## config.mk

```make
export PLATFORM = sky130hd
export DESIGN_NAME = n3l_pair_queue
export DESIGN_NICKNAME = d
export VERILOG_FILES = /design/src/rtl/n3l_pair_queue.sv
export SDC_FILE = /design/constraint.sdc
export NUM_CORES = 2
export LEC_CHECK = 0
export BUFFER_PORTS_ARGS = -buffer_cell sky130_fd_sc_hd__buf_2
export CAP_MARGIN = 20
export CORE_MARGIN = 5
export CORE_UTILIZATION = 65
export CTS_CLUSTER_DIAMETER = 150
export DETAILED_ROUTE_END_ITERATION = 7
export GPL_ROUTABILITY_DRIVEN = 0
export PLACE_DENSITY_LB_ADDON = 0.12
export SETUP_SLACK_MARGIN = 0.3
export SLEW_MARGIN = 20
export SYNTH_ARGS = -nofsm -noshare
export SYNTH_HDL_FRONTEND = slang
export SYNTH_SLANG_ARGS = --single-unit
```

## constraint.sdc

```tcl
create_clock -name clk -period 17.46 [get_ports clk]
set_clock_uncertainty 0.15 [all_clocks]
set_input_delay 2.619 -clock clk [delete_from_list [all_inputs] [get_ports clk]]
set_output_delay 2.619 -clock clk [all_outputs]
set_load 0.01 [all_outputs]
```

## src/rtl/n3l_pair_queue.sv

```systemverilog
// Pair queue after the Newton's-third-law filter. It keeps the surviving (reference, neighbor)
// pairs in a first-word-fall-through circular buffer and turns a dropped sweep end into a marker entry.
module n3l_pair_queue #(
  parameter int unsigned DATA_W = 96,
  parameter int unsigned DEPTH  = 16,
  parameter int unsigned ADDR_W = 4
) (
  input  logic              clk,
  input  logic              rst,
  input  logic              in_valid,
  output logic              in_ready,
  input  logic [DATA_W-1:0] in_reference,
  input  logic [DATA_W-1:0] in_neighbor,
  input  logic              in_keep,
  input  logic              in_last,
  output logic              out_valid,
  input  logic              out_ready,
  output logic [DATA_W-1:0] out_reference,
  output logic [DATA_W-1:0] out_neighbor,
  output logic              out_pair_valid,
  output logic              out_last,
  output logic [ADDR_W:0]   count,
  output logic [31:0]       accepted_cnt,
  output logic [31:0]       dropped_cnt,
  output logic              done
);

  localparam int unsigned CNT_W  = ADDR_W + 1;
  localparam int unsigned STAT_W = 32;

  typedef struct packed {
    logic [DATA_W-1:0] reference;
    logic [DATA_W-1:0] neighbor;
    logic              pair_valid;
    logic              last;
  } entry_t;

  entry_t             mem [DEPTH];
  entry_t             wr_entry;
  entry_t             head;
  logic [ADDR_W-1:0]  wr_ptr;
  logic [ADDR_W-1:0]  rd_ptr;
  logic [CNT_W-1:0]   occ;
  logic               push_fire;
  logic               push_en;
  logic               pop_en;

  // Handshake decode. A rejected pair with in_last set still takes a slot as a marker.
  always_comb begin
    in_ready  = (occ != CNT_W'(DEPTH));
    out_valid = (occ != '0);
    push_fire = in_valid && in_ready;
    push_en   = push_fire && (in_keep || in_last);
    pop_en    = out_valid && out_ready;
  end

  always_comb begin
    wr_entry            = '0;
    wr_entry.reference  = in_reference;
    wr_entry.neighbor   = in_neighbor;
    wr_entry.pair_valid = in_keep;
    wr_entry.last       = in_last;
  end

  // Storage is left uninitialised on reset; occupancy alone decides what is live.
  always_ff @(posedge clk) begin
    if (push_en && !rst) begin
      mem[wr_ptr] <= wr_entry;
    end
  end

  // The head is presented straight from storage (fall-through).
  always_comb begin
    head           = mem[rd_ptr];
    out_reference  = head.reference;
    out_neighbor   = head.neighbor;
    out_pair_valid = head.pair_valid;
    out_last       = head.last;
    count          = occ;
  end

  // Pointers wrap naturally because DEPTH is 2**ADDR_W.
  always_ff @(posedge clk) begin
    if (rst) begin
      wr_ptr <= '0;
      rd_ptr <= '0;
      occ    <= '0;
    end else begin
      if (push_en) begin
        wr_ptr <= wr_ptr + ADDR_W'(1);
      end
      if (pop_en) begin
        rd_ptr <= rd_ptr + ADDR_W'(1);
      end
      if (push_en && !pop_en) begin
        occ <= occ + CNT_W'(1);
      end else if (pop_en && !push_en) begin
        occ <= occ - CNT_W'(1);
      end
    end
  end

  // Statistics saturate at all-ones and do not wrap.
  always_ff @(posedge clk) begin
    if (rst) begin
      accepted_cnt <= '0;
      dropped_cnt  <= '0;
    end else if (push_fire) begin
      if (in_keep) begin
        if (accepted_cnt != {STAT_W{1'b1}}) begin
          accepted_cnt <= accepted_cnt + STAT_W'(1);
        end
      end else if (dropped_cnt != {STAT_W{1'b1}}) begin
        dropped_cnt <= dropped_cnt + STAT_W'(1);
      end
    end
  end

  always_ff @(posedge clk) begin
    if (rst) begin
      done <= 1'b0;
    end else begin
      done <= pop_en && head.last;
    end
  end

endmodule

```

# == Word level (Yosys, flattened, before mapping) ==
# Memories as Yosys holds them, arrays and structs flattened. A register that Yosys moved wholly into a read port is not among the register bits.
# Cells that the tools add are included.
# W data, S select, Z words.
# word_totals
regBits,78
mem_bits_rw,3104
inputBits,198
output_inout_bits,266
n_memories,1
# memory_table
memory,words,width,rd,rd_ports_with_merged_regs,wr,line,source
mem,16,194,1,1,1,38,entry_t mem [DEPTH];
# classes
addsub,6
n_eq_ne,3
n_mux,6
bitwise,1
n_reduce_logical,15
# op_table
op,n
$add A32 B1 Y32 const B,2
$ne A32 B32 Y1 const B,2
$mux W5,2
$add A4 B1 Y4 const B,2
$mux W4,2
$logic_and A1 B1 Y1,7
$reduce_and A3 Y1,2
$add A5 B1 Y5 const B,1
$ne A5 B5 Y1 const B,1
$reduce_bool A5 Y1,1
$sub A5 B1 Y5 const B,1
$logic_not A1 Y1,3
$mux W1,2
$reduce_bool A2 Y1,1
$logic_or A1 B1 Y1,1
$not A1 Y1,1

# == Depth between registers and ports, before layout ==
# depth
word_depth,7
depth_mapped,11
mapped_depth_nobuf,11

# == Worst setup path before layout ==
# OpenSTA, ideal clock, no wires.
# synth_timing
path_kind,input to register
from,in in_last
to,"mem mem[3][0] (netlist bit), enable pin"
setup_time_ps,752
arrival_time_ps,11685
path_slack_ps,4873
cell_stages,4
cell_sequence,nor2_1 a211oi_1 nand2_1 nor2_1
# synth_between
elab_chain_len,5
# synth_rtl
element,line,source
start: declaration,15,"input logic in_last,"
$logic_or A1 B1 Y1,53,push_en = push_fire && (in_keep || in_last);
$logic_and A1 B1 Y1,53,
named net push_en,45,logic push_en;
$logic_and A1 B1 Y1,67,if (push_en && !rst) begin
$mux W1,67,
$mux W1 (implied by the code),68,mem[wr_ptr] <= wr_entry;
end: declaration,38,
# The timed path passes the listed nets, and every way through them passes these cells.

==> Flow_metrics.wiki <==
{| class="wikitable"
! Metric !! Value
|-
| Reg-to-reg endpoint || mem[15][97]
|-
| Netlist Area Pre-Place || 120,000 sq um
|-
| Kind of start point of the critical path || flop
|-
| Worst skew pair latency || 0.92 ns
|-
| Slowest-stage cell, CP || sky130_fd_sc_hd__buf_4
|-
| Net Count, Synth || 5,038
|-
| Peak ir drop on the vdd network || 0.139 mV
|-
| Worst-case reg-to-reg path depth || 8
|-
| Global-route wire length before repair || 397,000 um
|-
| Placement Rows || 157
|-
| Port Buffers || ~460
|-
| Met2 demand-to-capacity share in global routing || 0.472
|-
| Final Hold Viols || 0
|-
| Data required, critical path || approximately 15 ns
|-
| Maximum number of pins on one net before global-route repair || 126
|-
| Post-cts resize count || 0
|-
| Number of failing setup endpoints in the final timing report || 0
|-
| RSZ-0062 raised after global routing || no
|-
| Violation count after the first detailed-routing iteration || 6,054
|-
| Critical setup path kind || flop to primary output
|-
| Core Util, Final || 0.739
|-
| Detailed-placement wirelength estimate || 133,000 um
|-
| TNS Setup || 0 ns
|-
| Post-synthesis sequential element count || around 3,200
|-
| Asr flop ratio synth || 0
|-
| Crit-path leading delay family || buffers and inverters
|-
| CTS tree || yes
|-
| Vias in the first global route || 57,300
|-
| Cell Pwr Density || around 130 nW/um^2
|-
| Outcome || finished, final reports clean
|-
| Worst hold slack after final layout || about 0.34 ns
|-
| Total congestion overflow || 0
|-
| Height of the die || 440 um
|-
| Via density || 6.71
|-
| Post-synth EDFFs || 3,104
|-
| Global-route total usage across every layer || 0.288
|-
| Final net count || 5,694
|-
| Tightest Pin Transition || 1.10 ns
|-
| Die Wd || 440 um
|-
| Worst hold-check path type || flop to flop
|-
| Biggest cell delay along the critical path || a little over 0.9 ns
|-
| Distinct cells, synth || 47
|-
| Critical Path AT || 5.71 ns
|-
| TritonCTS Buffers || 324
|-
| Max Root-Sink Buffers || 4
|-
| Number of sinks on the clock net || roughly 3,200
|-
| Per-cell routed wire length || roughly 33 um
|-
| Critical path fanouts, max || 72
|-
| Maximum level of the CTS H-tree || 5
|-
| CP dominant cell by count || sky130_fd_sc_hd__buf_4
|-
| Capturing element of the worst setup path || out_neighbor[60]
|-
| CP Buf/Inv Count || 4
|-
| Worst path depth || 6
|-
| Share of the clock period used by the worst path after layout || 0.486
|-
| Routed Antenna Nets || 0
|-
| R2r setup slk || 12.25 ns
|-
| DRC violation count after routing || 0
|-
| Cell count after synthesis || 4,828
|-
| Hold-fix buffers at CTS || 0
|-
| Number of antenna violations at the first check in global routing || 75
|-
| Fin. max-slew vios || 0
|-
| Crit path time final || around 8.5 ns
|-
| Clock-pin slew reported for the worst setup and hold paths after clock tree synthesis || 0.06 ns
|-
| Startpoint of the tightest hold check path || rd_ptr[3]
|-
| Static Leakage || between 0.04 and 0.05 uW
|-
| Die ar. || 193,000 sq um
|-
| Total wire length || 273,000 um
|-
| Most numerous cell in the Yosys netlist || sky130_fd_sc_hd__edfxtp_1
|-
| Sequence of cells on the critical path || buf_4 -> buf_4 -> buf_4 -> mux4_2 -> mux4_2 -> buf_2
|-
| Crit. End Element || primary output
|-
| Most frequently used flop master after synthesis || sky130_fd_sc_hd__edfxtp_1
|-
| Syn. warnings || 0
|-
| Ratio of cells with drive above 1 in the final layout || 0.345
|-
| Most area-consuming cells after synthesis || sky130_fd_sc_hd__edfxtp_1, sky130_fd_sc_hd__mux4_2, sky130_fd_sc_hd__dfxtp_1
|-
| Leading area contributor after synthesis || sky130_fd_sc_hd__edfxtp_1
|-
| Post-synthesis sequential area ratio || 0.790
|-
| Synth top area share || 0.776
|-
| Average instance area after synthesis || 24.9 sq um
|-
| List of most frequent post-synthesis cells || sky130_fd_sc_hd__edfxtp_1, sky130_fd_sc_hd__mux4_2, sky130_fd_sc_hd__clkbuf_1
|-
| Root buffer selected by CTS || sky130_fd_sc_hd__clkbuf_16
|-
| M3 GR Usage || 0.0525
|-
| Post-CTS setup buffer count || 0
|-
| IO Pins || 464
|-
| Max_slew headroom || 0.264
|-
| Detailed-routing iteration count for the pre-antenna-repair pass || 5
|-
| Fmax || 118 MHz
|-
| Core Region || 183,000 sq um
|-
| Number of max-cap violations || 0
|-
| Starting Density || 0.654
|-
| Critical R2R Launch || count[0]
|-
| Synth-to-layout area growth || 12.9%
|-
| Most utilized layer in the global route result || met2
|-
| Total vias in the final route || roughly 55,000
|-
| Met1 Resource Use GR || 0.388
|}
-- layout by cell type (no fill, tap or decap), drive strengths merged, types with 19 or more instances in the layout --
cell / count
bufinv: 22
diode: 44
o21ai: 29
mux4: 956
inv: 21
a211oi: 19
nand4: 20
a21oi: 60
nor2: 61
edfxtp: 3104
or3: 29
buf: 571
clkbuf: 394
dfxtp: 82
clkinv: 119
nand2: 33
-- area by class of cell --
cell class	count	area [sq um]
clock inverter	158	1330
fill	10000	47900
sequential	3186	94900
timing repair buffer	571	3310
antenna	44	110
clock buffer	394	8480
tap	2464	3080
inverter	14	52.6
multi-input combinational	1387	24400
-- through the flow --
| step | instances | total power (uW) | worst slack, ns | instance area [sq um] |
|---|---|---|---|---|
| 2_1_floorplan | 4828 | 10500 | 4.87 | 120000 |
| 3_3_place_gp | 7621 | 11300 | 9.92 | 126000 |
| 3_5_place_dp | 7621 | 11300 | 9.91 | 126000 |
| 4_1_cts | 8173 | 17800 | 8.89 | 135000 |
| 5_1_grt | 8205 | 18200 | 8.59 | 136000 |
| 6_report | 8218 | 17600 | 8.98 | 136000 |
-- report_power, final --
part | leakage [uW] | internal (uW) | switching [uW]
sequential | 0.0286 | 8470 | 58.8
combinational | 0.00827 | 1310 | 1290
clock | 0.00478 | 3760 | 2730
-- sequential cells by signal (all words and copies together), names as in the netlist, named ones only --
register      count
done              1
dropped_cnt      32
count             5
mem            3104
wr_ptr            4
rd_ptr            4
accepted_cnt     32
-- cell families (layout without fill, tap and decap cells) --
| group | after synthesis | in the layout | synth area share |
|---|---|---|---|
| DFF | 3186 | 3186 | 0.790 |
| other | 0 | 44 | 0 |
| AOI/OAI and AO/OA | 142 | 142 | 0.00715 |
| xor gates and xnor gates | 29 | 29 | 0.00212 |
| adders and majority gates | 12 | 12 | 0.00131 |
| and+or+nand+nor | 227 | 227 | 0.0101 |
| buffers and inverters | 255 | 1137 | 0.00814 |
| muxes | 977 | 977 | 0.181 |
-- worst register-to-register path, cell delays in order, from the launching register on --
cell and delay [ns]:
sky130_fd_sc_hd__dfxtp_1 0.44, sky130_fd_sc_hd__nor4_1 0.10, sky130_fd_sc_hd__buf_4 0.17, sky130_fd_sc_hd__a211oi_1 0.87, sky130_fd_sc_hd__nand2_1 0.51, sky130_fd_sc_hd__nor2_4 0.21
sky130_fd_sc_hd__buf_4 0.69, sky130_fd_sc_hd__buf_4 0.74, sky130_fd_sc_hd__buf_4 0.89
-- worst min-delay path by stage --
stage            to  slack, ns  cells past startpoint
2_1_floorplan  flop       0.31                      2
4_1_cts        flop       0.34                      2
5_1_grt        flop       0.38                      2
6_report       flop       0.34                      2
3_3_place_gp   flop       0.31                      2
3_5_place_dp   flop       0.33                      2
-- routing by layer --
metal,share of wire,routed length (um)
met5,0.00049,134
met2,0.51,140000
met3,0.078,21200
met1,0.36,99100
met4,0.046,12600
Note: power is estimated with default switching activity, not from simulation.
